===== config.mk =====
export PLATFORM = sky130hd
export DESIGN_NAME = shiftreg_tx_ctrl
export DESIGN_NICKNAME = d
export VERILOG_FILES = /design/src/rtl/shiftreg_pkg.sv /design/src/rtl/shiftreg_core.sv /design/src/rtl/shiftreg_tx_ctrl.sv
export SDC_FILE = /design/constraint.sdc
export NUM_CORES = 1
export LEC_CHECK = 0
export ABC_AREA = 1
export BUFFER_PORTS_ARGS = -buffer_cell sky130_fd_sc_hd__buf_4
export CORE_AREA = 2 2 43 45
export CTS_CLUSTER_SIZE = 40
export DETAILED_ROUTE_END_ITERATION = 16
export DIE_AREA = 0 0 45 47
export PLACE_DENSITY = 0.74
export SYNTH_ARGS = -nofsm -noshare
export SYNTH_HDL_FRONTEND = slang
export SYNTH_SLANG_ARGS = --single-unit

===== constraint.sdc =====
create_clock -name clk -period 1.5 [get_ports clk]
set_input_delay 0.225 -clock clk [delete_from_list [all_inputs] [get_ports clk]]
set_output_delay 0.225 -clock clk [all_outputs]
set_load 0.01 [all_outputs]

===== src/rtl/shiftreg_pkg.sv =====
// Shared constants for the serial shift-register transmit path.
// State encoding and default sizing used by controller and core.
package shiftreg_pkg;

    typedef logic [1:0] state_t;

    localparam state_t ST_IDLE  = 2'd0;
    localparam state_t ST_SHIFT = 2'd1;
    localparam state_t ST_GAP   = 2'd2;

    localparam int DEF_WIDTH = 4;
    localparam int DEF_GAP   = 1;

endpackage


===== src/rtl/shiftreg_core.sv =====
// Parallel-load, shift-left register; MSB is the serial tap.
// Load has priority over shift; neither asserted holds the value.
module shiftreg_core
    import shiftreg_pkg::*;
#(
    parameter int WIDTH = DEF_WIDTH
) (
    input  logic             clk,
    input  logic             clr,
    input  logic             load,
    input  logic             shift,
    input  logic [WIDTH-1:0] pdin,
    output logic             msb
);

    logic [WIDTH-1:0] sr_q;
    logic [WIDTH-1:0] sr_d;

    always_comb begin
        sr_d = sr_q;
        if (load) begin
            sr_d = pdin;
        end else if (shift) begin
            sr_d = {sr_q[WIDTH-2:0], 1'b0};
        end
    end

    always_ff @(posedge clk) begin
        if (!clr) begin
            sr_q <= '0;
        end else begin
            sr_q <= sr_d;
        end
    end

    assign msb = sr_q[WIDTH-1];

endmodule


===== src/rtl/shiftreg_tx_ctrl.sv =====
// Serial transmit controller: accepts a parallel word, shifts it out
// one bit per clock with an enable strobe, then idles for a fixed gap.
module shiftreg_tx_ctrl
    import shiftreg_pkg::*;
#(
    parameter int WIDTH      = DEF_WIDTH,
    parameter int GAP_CYCLES = DEF_GAP
) (
    input  logic             clk,
    input  logic             clr,
    input  logic [WIDTH-1:0] din,
    input  logic             din_valid,
    output logic             din_ready,
    input  logic             lsb_first,
    output logic             sout,
    output logic             sout_en,
    output logic             busy,
    output logic             done
);

    localparam int CW = (WIDTH > 1) ? $clog2(WIDTH) : 1;
    localparam logic [CW-1:0] LAST = CW'(WIDTH - 1);
    localparam logic [7:0] GAP_LAST =
        (GAP_CYCLES > 0) ? 8'(GAP_CYCLES - 1) : 8'd0;
    localparam bit NO_GAP = (GAP_CYCLES == 0);

    state_t          state_q;
    state_t          state_d;
    logic [CW-1:0]   bit_cnt_q;
    logic [CW-1:0]   bit_cnt_d;
    logic [7:0]      gap_cnt_q;
    logic [7:0]      gap_cnt_d;

    logic             load;
    logic             shift;
    logic             msb;
    logic             last_bit;
    logic             accept;
    logic [WIDTH-1:0] din_rev;
    logic [WIDTH-1:0] load_val;

    always_comb begin
        din_rev = '0;
        for (int i = 0; i < WIDTH; i++) begin
            din_rev[i] = din[WIDTH-1-i];
        end
    end

    assign load_val = lsb_first ? din_rev : din;

    assign last_bit = (state_q == ST_SHIFT) && (bit_cnt_q == '0);
    // With no gap the last bit cycle can take the next word directly.
    assign din_ready = clr &&
        ((state_q == ST_IDLE) || (NO_GAP && last_bit));
    assign accept = din_valid && din_ready;

    always_ff @(posedge clk) begin
        if (!clr) begin
            state_q   <= ST_IDLE;
            bit_cnt_q <= '0;
            gap_cnt_q <= '0;
        end else begin
            state_q   <= state_d;
            bit_cnt_q <= bit_cnt_d;
            gap_cnt_q <= gap_cnt_d;
        end
    end

    always_comb begin
        state_d   = state_q;
        bit_cnt_d = bit_cnt_q;
        gap_cnt_d = gap_cnt_q;
        load      = 1'b0;
        shift     = 1'b0;
        case (state_q)
            ST_IDLE: begin
                if (accept) begin
                    load      = 1'b1;
                    bit_cnt_d = LAST;
                    state_d   = ST_SHIFT;
                end
            end
            ST_SHIFT: begin
                if (bit_cnt_q != '0) begin
                    shift     = 1'b1;
                    bit_cnt_d = bit_cnt_q - CW'(1);
                end else if (accept) begin
                    load      = 1'b1;
                    bit_cnt_d = LAST;
                end else if (!NO_GAP) begin
                    gap_cnt_d = GAP_LAST;
                    state_d   = ST_GAP;
                end else begin
                    state_d   = ST_IDLE;
                end
            end
            ST_GAP: begin
                if (gap_cnt_q == 8'd0) begin
                    state_d   = ST_IDLE;
                end else begin
                    gap_cnt_d = gap_cnt_q - 8'd1;
                end
            end
            default: begin
                state_d = ST_IDLE;
            end
        endcase
    end

    always_comb begin
        sout_en = (state_q == ST_SHIFT);
        sout    = sout_en && msb;
        busy    = (state_q != ST_IDLE);
        done    = last_bit;
    end

    shiftreg_core #(
        .WIDTH (WIDTH)
    ) u_core (
        .clk   (clk),
        .clr   (clr),
        .load  (load),
        .shift (shift),
        .pdin  (load_val),
        .msb   (msb)
    );

endmodule

=== Yosys cells after proc, flatten, opt, wreduce, memory -nomap -nowiden ===
Cells that the tools add are included.

* Mux-type cells: 20
* Eq/ne operators: 7
* $add $sub $neg: 2
* Reductions and logical operators: 14

{| class="wikitable"
|+ Operators by type and width
! cell !! count
|-
| two-way mux 8 bit || 3
|-
| case mux 8 bit (2 select lines) || 1
|-
| two-way mux 2 bit || 6
|-
| two-way mux 4 bit || 3
|-
| != test 2 bit, second input constant || 5
|-
| nonzero test 2 bit || 5
|-
| zero test 8 bit || 1
|-
| AND reduction 4 bit || 2
|-
| subtractor 8 x 1 -> 8 bit, second input constant || 1
|-
| case mux 2 bit (3 select lines) || 1
|-
| logical AND 1 bit || 4
|-
| zero test 2 bit || 2
|-
| two-way mux 1 bit || 4
|-
| case mux 2 bit (2 select lines) || 1
|-
| equality test 2 x 1 -> 1 bit, second input constant || 1
|-
| equality test 2 bit, second input constant || 1
|-
| case mux 1 bit (2 select lines) || 1
|-
| subtractor 2 x 1 -> 2 bit, second input constant || 1
|}

* Word-level logic and storage cells: 47
* Output and inout bits: 5
* Input bits: 8
* Register bits after elaboration: 16

=== Logic depth before layout (Yosys ltp) ===
Gate-level depths: netlist of run 1.

* Word-level depth: 7
* Depth in mapped cells: 10
* Depth with buffers taken out: 10

=== Hierarchy ===
From an unflattened synthesis of run 1, not the netlist that was laid out.

* Cells, all modules: 148
* Area total of the unflattened synthesis: 945.9 um^2

{| class="wikitable"
|+ By module, submodules not included
! module !! area an instance (um^2) !! seq. area each (um^2) !! cells each !! instances
|-
| shiftreg_tx_ctrl || 758.2 || 240.2 || 119 || 1
|-
| shiftreg_core || 187.7 || 80.1 || 29 || 1
|}

=== Least setup slack after synthesis of run 1 ===
No wires, ideal clock.

* Kind: register to register
* Start point: register gap_cnt_q[1]
* End point: register gap_cnt_q[5]
* Setup time: 0.115 ns
* Buffers on the path: 1
* Clock period less this slack: 1.195 ns
* Data required time: 1.385 ns
* Stages on the path, launching flop included: 9
* Slack: 0.305 ns
* Arrival: 1.080 ns
* Cell sequence: dfxtp_1 -> inv_1 -> ha_1 -> nand2_1 -> o21ai_2 -> nand2_2 -> buf_6 -> a21oi_1 -> nor2_1

* Word-level cells in the longest chain between the ends: 3
* Elaborated cells between the ends (all ways): 6
* Those cells by class: add/sub: 1; eq/ne: 1; mux: 2; reduce/logical: 2

{| class="wikitable"
|+ RTL lines
! what !! RTL line !! text
|-
| start: declaration || shiftreg_tx_ctrl.sv:31 || <nowiki>logic [7:0] gap_cnt_q;</nowiki>
|-
| start signal: assignment || shiftreg_tx_ctrl.sv:65 || <nowiki>gap_cnt_q <= gap_cnt_d;</nowiki>
|-
| subtractor 8 x 1 -> 8 bit or zero test 8 bit (tied branches) || shiftreg_tx_ctrl.sv:101, shiftreg_tx_ctrl.sv:98 ||
|-
| two-way mux 8 bit or != test 2 bit (tied branches) || n/a ||
|-
| case mux 8 bit (2 select lines) or AND reduction 4 bit (tied branches) || n/a ||
|}

Parallel ways exist; a longest one is shown, timed or not. The select of a mux whose other input is x is not followed.
A chain may end at the register's enable or synchronous reset.

=== Worst setup path after layout of run 1 ===
* Start point: register state_q[0]
* End point: output done

* Word-level cells in the longest chain between the ends: 2

{| class="wikitable"
|+ RTL lines
! what !! RTL line !! text
|-
| start: declaration || shiftreg_tx_ctrl.sv:27 || <nowiki>state_t state_q;</nowiki>
|-
| start signal: assignment || shiftreg_tx_ctrl.sv:63 || <nowiki>state_q <= state_d;</nowiki>
|-
| equality test 2 x 1 -> 1 bit || shiftreg_tx_ctrl.sv:51 || <nowiki>assign last_bit = (state_q == ST_SHIFT) && (bit_cnt_q == '0);</nowiki>
|-
| logical AND 1 bit || shiftreg_tx_ctrl.sv:51 ||
|-
| end: declaration || shiftreg_tx_ctrl.sv:18 || <nowiki>output logic done</nowiki>
|}

Every way passes these cells.

==> out/qor.csv, run 1 <==
stage;metric;value;unit
run_status;status;completed;
synthesis;Post-synth top flop;dfxtp_1;
layout;final antenna diode count;0;
sta;hold slack;0.177;ns
synthesis;Synth Warn #;0;
cts;H-Tree Depth;1;
synthesis;register area share after synthesis;37.3;%
routing;DR vias/cell;4.96;
sta;Highest Clock Rate;720;MHz
global_routing;initial antenna violation count;0;
routing;DRC Markers;0;
cts;CTS buffer count;3;
layout;area grow syn2layout;16.2;%
floorplan;Die Y;47;um
synthesis;number of synthesized flops with an enable pin;0;
power;Cell Pwr Density;963;mW/mm^2
floorplan;FP Rows;15;
routing;Vias;809;
cts;Worst-path clk slew;0.10;ns
global_routing;GRT Total Usage;19.4;%
layout;nets;157;
worst_hold_path;worst min path class;in -> reg;
floorplan;core box area;0.00165;sq mm
synthesis;library cells used by synthesis;20;
cts;clock latency on the worst-skew pair;0.29;ns
routing;initial drt markers;7;
placement;Post-Place Cells;159;
worst_setup_path;Crit Path Class;reg -> out;
cts;Max Buffers Root-to-Sink;2;
synthesis;post-synth top area share;37.3;%
synthesis;mapped cell area;858;sq um
sta;Setup Viol. Count Final;0;
routing;DR WL/cell;9.94;um
floorplan;width of the die;45;um
sta;fin crit share;92.7;%
worst_setup_path;CP startpoint kind;register;
sta;RSZ-0062 raised after global routing;false;
layout;non-filler cells, final;163;
global_routing;first-pass GRT wire length;2870;um
routing;final antenna-violating net count;0;
run;MaxCap Viol Count;0;
floorplan;Die Area;0.00212;sq mm
global_routing;largest net degree at the start of global routing;13;
routing;Detailed Route WL;1620;um
cts;Post-CTS Setup Bufs;0;
synthesis;Syn Inst Count;131;
synthesis;top-count cell post-synth;nand2_1;
floorplan;Ports;13;
routing;drt first pass iters;4;
power;Leak;0.491;nW
placement;hpwl dp;1270;um
cts;CTS tree;yes;
worst_setup_path;WP data required;1.27;ns
cts;CTS root buf;clkbuf_4;
placement;IO buf count;12;
power;Worst VDD drop;641;uV
cts;post_cts resized;0;
cts;clock sink count;16;
placement;gpl congestion;0.852;
layout;layout cell share with drive strength beyond 1;20.5;%
global_routing;total grt overflow;0;
synthesis;Synth area leader;dfxtp_1;
synthesis;synthesized net count;141;
global_routing;vias in the first global route;730;
synthesis;asr flop ratio synth;0;%
sta;min Tclk post-route;1.39;ns
placement;cell area after placement;958;sq um
sta;Least-Margin Pin Slew;0.344;ns
cts;hold_buf cts;0;
synthesis;Post-synth top cells;nand2_1, dfxtp_1, nor2_1;
routing;Top Layer Used;met4;
routing;Met1 Wirelength;730;um
worst_setup_path;crit path DAT;1.16;ns
routing;WL met2;827;um
sta;setup TNS;0;ns
sta;Slew Viols, Final;0;
worst_setup_path;CP endpoint kind;output pin;
sta;Slew HR;77.0;%
synthesis;synthesis-stage register bit count;16;
layout;final std cell area, no fill;997;sq um
layout;Util after Layout;60.4;%
worst_setup_path;crit path max fanout;4;
synthesis;Synth area leaders;dfxtp_1, nand2_1, a21oi_1, nor2_1, inv_1;
sta;Setup Skew;0.0133;ns
sta;Hold Vio Cnt, Final;0;
floorplan;Initial Util;52.0;%
routing;WL met3;47;um
synthesis;Syn Area/Cell;6.55;sq um
per-layer routing:
metal  global-route usage [%]  vias up
li1                         -      441
met1                     19.5      354
met2                     35.1       12
met3                     5.77        2
met4                     11.8        0
met5                        0        -
path summary, 6_finish.rpt:
check	cells after the start	endpoint	slack, ns	startpoint
max	5	done	0.11	state_q[0]
min	3	u_core.sr_q[2]	0.18	clr
max reg2reg	8	gap_cnt_q[6]	0.15	gap_cnt_q[0]
min reg2reg	2	u_core.sr_q[3]	0.47	u_core.sr_q[3]
cell families (layout without fill, tap and decap cells):
family	count (synthesis)	after routing	synth area share, %
flip-flops	16	16	37.3
buffers and inverters	22	37	10.5
adder cells (fa/ha/maj)	2	2	2.91
XOR/XNOR	3	3	3.06
AND/OR/NAND/NOR	67	67	32.8
AO/OA/AOI/OAI	21	21	13.4
layout by cell type, fill, tap and decap left out:
cell       n
o21ai_2    1
nand2_2    3
nor3_1     2
buf_4     12
clkbuf_8   1
clkbuf_4   3
inv_2      6
nor3b_1    1
ha_1       2
xor2_1     2
inv_1     15
o21ai_1    2
o21ai_0    4
nand3_1    9
a21oi_2    1
dfxtp_1   16
a21oi_1   12
xnor2_1    1
nand2_1   33
o211ai_1   1
nor2_2     3
nor2_1    16
sequential cells by signal (all words and copies together), names as in the netlist:
name and flops:
gap_cnt_q 8, u_core.sr_q 4, bit_cnt_q 2, state_q 2
metrics by stage:
| stage | setup slack, ns | power (W) |
|---|---|---|
| 2_1_floorplan | 0.305 | 0.000630 |
| 3_3_place_gp | 0.226 | 0.000684 |
| 3_5_place_dp | 0.177 | 0.000689 |
| 4_1_cts | 0.0510 | 0.000972 |
| 5_1_grt | 0.00134 | 0.00105 |
| 6_report | 0.110 | 0.000961 |
worst max-delay path: stages, from the launching register on:
cell     delay (ns)
dfxtp_1        0.39
nand2_2        0.10
inv_2          0.09
nand2_1        0.10
inv_1          0.09
buf_4          0.12
power breakdown:
| group | switching (W) | internal [W] |
|---|---|---|
| Clock | 0.000133 | 0.000148 |
| Combinational | 0.000123 | 0.0000834 |
| Sequential | 0.0000211 | 0.000452 |
layout make-up:
type | instances | area [sq um]
multi-input cells | 93 | 450
repair buffers | 12 | 90.1
well taps | 17 | 21.3
clock buffers | 4 | 36.3
fillers | 155 | 654
flip-flops and latches | 16 | 320
inverters | 21 | 78.8
Note: power is estimated with default switching activity, not from simulation.
==> inputs of run 2 (changes only) <==
--- a/config.mk
+++ b/config.mk
@@ -7,11 +7,12 @@
 export LEC_CHECK = 0
 export ABC_AREA = 1
 export BUFFER_PORTS_ARGS = -buffer_cell sky130_fd_sc_hd__buf_4
-export CORE_AREA = 2 2 43 45
+export CORE_AREA = 3 3 46 48
 export CTS_CLUSTER_SIZE = 40
 export DETAILED_ROUTE_END_ITERATION = 16
-export DIE_AREA = 0 0 45 47
+export DIE_AREA = 0 0 49 51
 export PLACE_DENSITY = 0.74
 export SYNTH_ARGS = -nofsm -noshare
 export SYNTH_HDL_FRONTEND = slang
+export SYNTH_HIERARCHICAL = 1
 export SYNTH_SLANG_ARGS = --single-unit
==> run 2 against run 1 <==
Wire length rose by 25%. Flip-flop and latch count did not move. Cell count rose by 17%. Critical path depth rose by 1. Clock-buffer cell count did not move. Design area rose by 14%. Sequential power barely moved. Power rose by 5.1%. Via count rose by 17%. First-iteration DRC count rose by 100%. Sequential share of layout area fell by 3.9 points.
==> out/qor.csv, run 2 <==
stage;metric;value;unit;change
sta;final worst slack;0.0980;ns;-0.0122 ns
sta;Setup Viol. Count Final;0;;unchanged
power;Cell Pwr Density;886;mW/mm^2;-8.1%
sta;Hold Vio Cnt, Final;0;;unchanged
floorplan;core box area;0.00175;sq mm;+5.7%
worst_setup_path;Crit Path Class;reg -> out;;
synthesis;mapped cell area;946;sq um;+10%
routing;drt first pass iters;4;;unchanged
cts;hold_buf cts;0;;unchanged
layout;final std cell area, no fill;0.00114;sq mm;+14%
synthesis;Syn Area/Cell;6.39;sq um;-2.5%
floorplan;FP Rows;15;;unchanged
layout;nets;176;;+12%
synthesis;synthesized net count;158;;+12%
routing;Detailed Route WL;2030;um;+25%
placement;hpwl dp;1560;um;+23%
run;MaxCap Viol Count;0;;unchanged
cts;CTS root buf;clkbuf_4;;
synthesis;top-count cell post-synth;nand2_1;;
worst_setup_path;crit path from;state_q[1];;
synthesis;xor/xnor cell area share of the yosys netlist;2.78;%;-0.28 points
floorplan;width of the die;49;um;+8.9%
layout;FILL cells;174;;+12%
worst_setup_path;CP startpoint kind;register;;
floorplan;Die Y;51;um;+8.5%
synthesis;Post-synth top flop;dfxtp_1;;
floorplan;Initial Util;54.2;%;+2.2 points
worst_hold_path;Hold Path Depth;3;;unchanged
layout;area grow syn2layout;20.5;%;
routing;Vias;943;;+17%
cts;clock latency on the worst-skew pair;0.28;ns;about the same
floorplan;Ports;13;;unchanged
cts;H-Tree Depth;1;;unchanged
cts;Worst-path clk slew;0.09;ns;about the same
placement;cell area after placement;0.00106;sq mm;+11%
synthesis;register area share after synthesis;33.9;%;-3.5 points
global_routing;first-pass GRT wire length;3300;um;+15%
synthesis;Synth Warn #;6;;+6
synthesis;Synth area leader;dfxtp_1;;
routing;DRC Markers;0;;unchanged
layout;Reg with most FFs;gap_cnt_q;;
worst_setup_path;Critical Path Sink;done;;
synthesis;library cells used by synthesis;21;;+5.0%
routing;final antenna-violating net count;0;;unchanged
synthesis;post-synthesis adder-cell area fraction;2.65;%;-0.27 points
power;Pwr Total;0.00101;W;+5.1%
synthesis;synthesis-stage register bit count;16;;unchanged
power;fraction of power spent switching nets;30.9;%;+2.0 points
cts;clock sink count;16;;unchanged
layout;commonest cells after routing, fill and taps aside;nand2_1, nor2_1, dfxtp_1;;
power;Leak;0.573;nW;+17%
global_routing;met3 Track Usage GR;2.62;%;-3.1 points
synthesis;Post-synth top cells;nand2_1, nor2_1, dfxtp_1, inv_1, nand3_1;;
sta;Highest Clock Rate;713;MHz;-0.87%
sta;RSZ-0062 raised after global routing;false;;
power;P_int;0.000697;W;+2.1%
worst_setup_path;RR Startpoint;gap_cnt_q[0];;
synthesis;asr flop ratio synth;0;%;unchanged
sta;Slew HR;73.9;%;-3.1 points
sta;Slew Viols, Final;0;;unchanged
worst_setup_path;CP endpoint kind;output pin;;
cts;Max Buffers Root-to-Sink;2;;unchanged
synthesis;post-synthesis simple-gate area fraction;40.3;%;+7.5 points
sta;min Tclk post-route;1.40;ns;+0.0122 ns
worst_hold_path;worst min path class;in -> reg;;
power;switching power;0.000312;W;+12%
layout;layout cell share with drive strength beyond 1;24.8;%;+4.3 points
layout;commonest non-fill, non-tap cell in the layout;nand2_1;;
synthesis;post-synth top area share;33.9;%;-3.5 points
cts;CTS tree;yes;;
cts;CTS buffer count;3;;unchanged
power;Worst VDD drop;842;uV;+32%
sta;Least-Margin Pin Slew;0.390;ns;+0.0458 ns
global_routing;initial antenna violation count;0;;unchanged
routing;initial drt markers;14;;+7
synthesis;multiplexer share of the synthesized area;0;%;unchanged
placement;gpl congestion;0.951;;+12%
global_routing;largest net degree at the start of global routing;11;;-2
synthesis;complex-gate fraction of the synthesized area;10.8;%;-2.6 points
power;Reg power frac;46.8;%;-2.4 points
global_routing;met2 usage;31.4;%;-3.7 points
worst_setup_path;crit path DAT;1.18;ns;+0.02 ns
layout;final antenna diode count;0;;unchanged
routing;DR vias/cell;4.96;;about the same
sta;setup TNS;0;ns;unchanged
worst_setup_path;r2r setup slk;0.12;ns;-0.03 ns
synthesis;largest family of logic cells by synthesized area;simple AND/OR/NAND/NOR gates;;
global_routing;total grt overflow;0;;unchanged
placement;IO buf count;12;;unchanged
global_routing;GRT Total Usage;16.6;%;-2.7 points
sta;Setup Skew;0.00107;ns;-0.0122 ns
power;clock power share;28.2;%;-1.1 points
worst_setup_path;crit path max fanout;4;;unchanged
synthesis;number of synthesized flops with an enable pin;0;;unchanged
synthesis;Syn Inst Count;148;;+13%
routing;DR WL/cell;10.7;um;+7.7%
global_routing;busiest grt layer;met2;;
worst_setup_path;R2R depth;9;;+1
synthesis;Synth area leaders;dfxtp_1, nand2_1, nor2_1, nand3_1, inv_1;;
layout;top flop regs;gap_cnt_q: 8 flops, u_core/sr_q: 4 flops;;
worst_setup_path;WP data required;1.27;ns;about the same
global_routing;vias in the first global route;847;;+16%
power;Comb power frac;25.0;%;+3.5 points
floorplan;Die Area;0.00250;sq mm;+18%
run_status;status;completed;;
layout;Largest register FFs;8;;unchanged
global_routing;GRT met1 Usage;18.9;%;-0.60 points
placement;dpl ws;0.0808;ns;-0.0966 ns
worst_setup_path;reg-to-reg critical path endpoint;gap_cnt_q[7];;
sta;fin crit share;93.5;%;+0.82 points
==> run 2: cell count changes in the layout (fill, tap and decap cells not counted), sizes merged <==
cell    change
o21bai      +1
nand2       +8
inv         +2
nand4       +1
buf         +1
nor3        -2
xnor2       -1
o21ai       -1
a21oi       -3
nand3       +4
xor2        +1
nor2        +9
nor3b       -1
==> run 2: kinds of logic (layout without fill, tap and decap cells) <==
group,Yosys count,count (layout)
and+or+nand+nor,85,86
AOI/OAI and AO/OA,18,18
xor gates and xnor gates,3,3
DFF,16,16
adders and majority gates,2,2
buffers and inverters,24,40
==> run 2: power groups by stage <==
stage | logic, W | registers, W | clock network, W
after CTS | 0.000235 | 0.000473 | 0.000292
after global placement | 0.000228 | 0.000481 | 0
after floorplan | 0.000163 | 0.000478 | 0
after detailed placement | 0.000235 | 0.000482 | 0
after global routing | 0.000284 | 0.000477 | 0.000306
final | 0.000252 | 0.000473 | 0.000284
==> run 2: what timing repair did <==
action / in CTS / in global routing
gates resized for setup: 1 / 7
pin swaps: 0 / 2
gates cloned: 0 / 1
endpoints found under the setup margin: 1 / 11
buffers inserted: 0 / 1
==> run 2: critical path, cell delays in order (launching register included) <==
cell and delay, ns:
dfxtp_1 0.36, inv_2 0.06, nand2_1 0.12, inv_2 0.07, nand2_2 0.11, inv_2 0.05, buf_4 0.13
==> run 2: layout make-up <==
cell class | instances | area [sq um] | area share (%)
multi-input cells | 109 | 567 | 49.7
flip-flops and latches | 16 | 322 | 28.2
repair buffers | 13 | 97.6 | 8.56
inverters | 23 | 86.3 | 7.57
clock buffers | 4 | 36.3 | 3.18
well taps | 25 | 31.3 | 2.74
==> run 2: how the worst min path moves through the flow <==
stage                               from        endpoint  slack [ns]
after detailed placement  u_core/sr_q[0]  u_core/sr_q[0]        0.46
after global routing                 clr  u_core/sr_q[1]        0.19
final                                clr  u_core/sr_q[1]        0.19
after global placement    u_core/sr_q[0]  u_core/sr_q[0]        0.46
after floorplan                      clr  u_core/sr_q[1]        0.32
after CTS                            clr  u_core/sr_q[1]        0.18
==> run 2: metal layers <==
metal | routed length (um) | part of all wire [%]
met5 | 0 | 0
met1 | 862 | 42
met4 | 12 | 0.59
met2 | 1120 | 55
met3 | 40 | 2.0
==> run 2: through the flow <==
step / utilization, % / cells / hold WS [ns]
6_report: 65.3 / 190 / 0.190
5_1_grt: 65.3 / 190 / 0.188
4_1_cts: 63.1 / 188 / 0.183
3_5_place_dp: 60.9 / 184 / 0.461
3_3_place_gp: 60.9 / 184 / 0.456
2_1_floorplan: - / 148 / 0.323
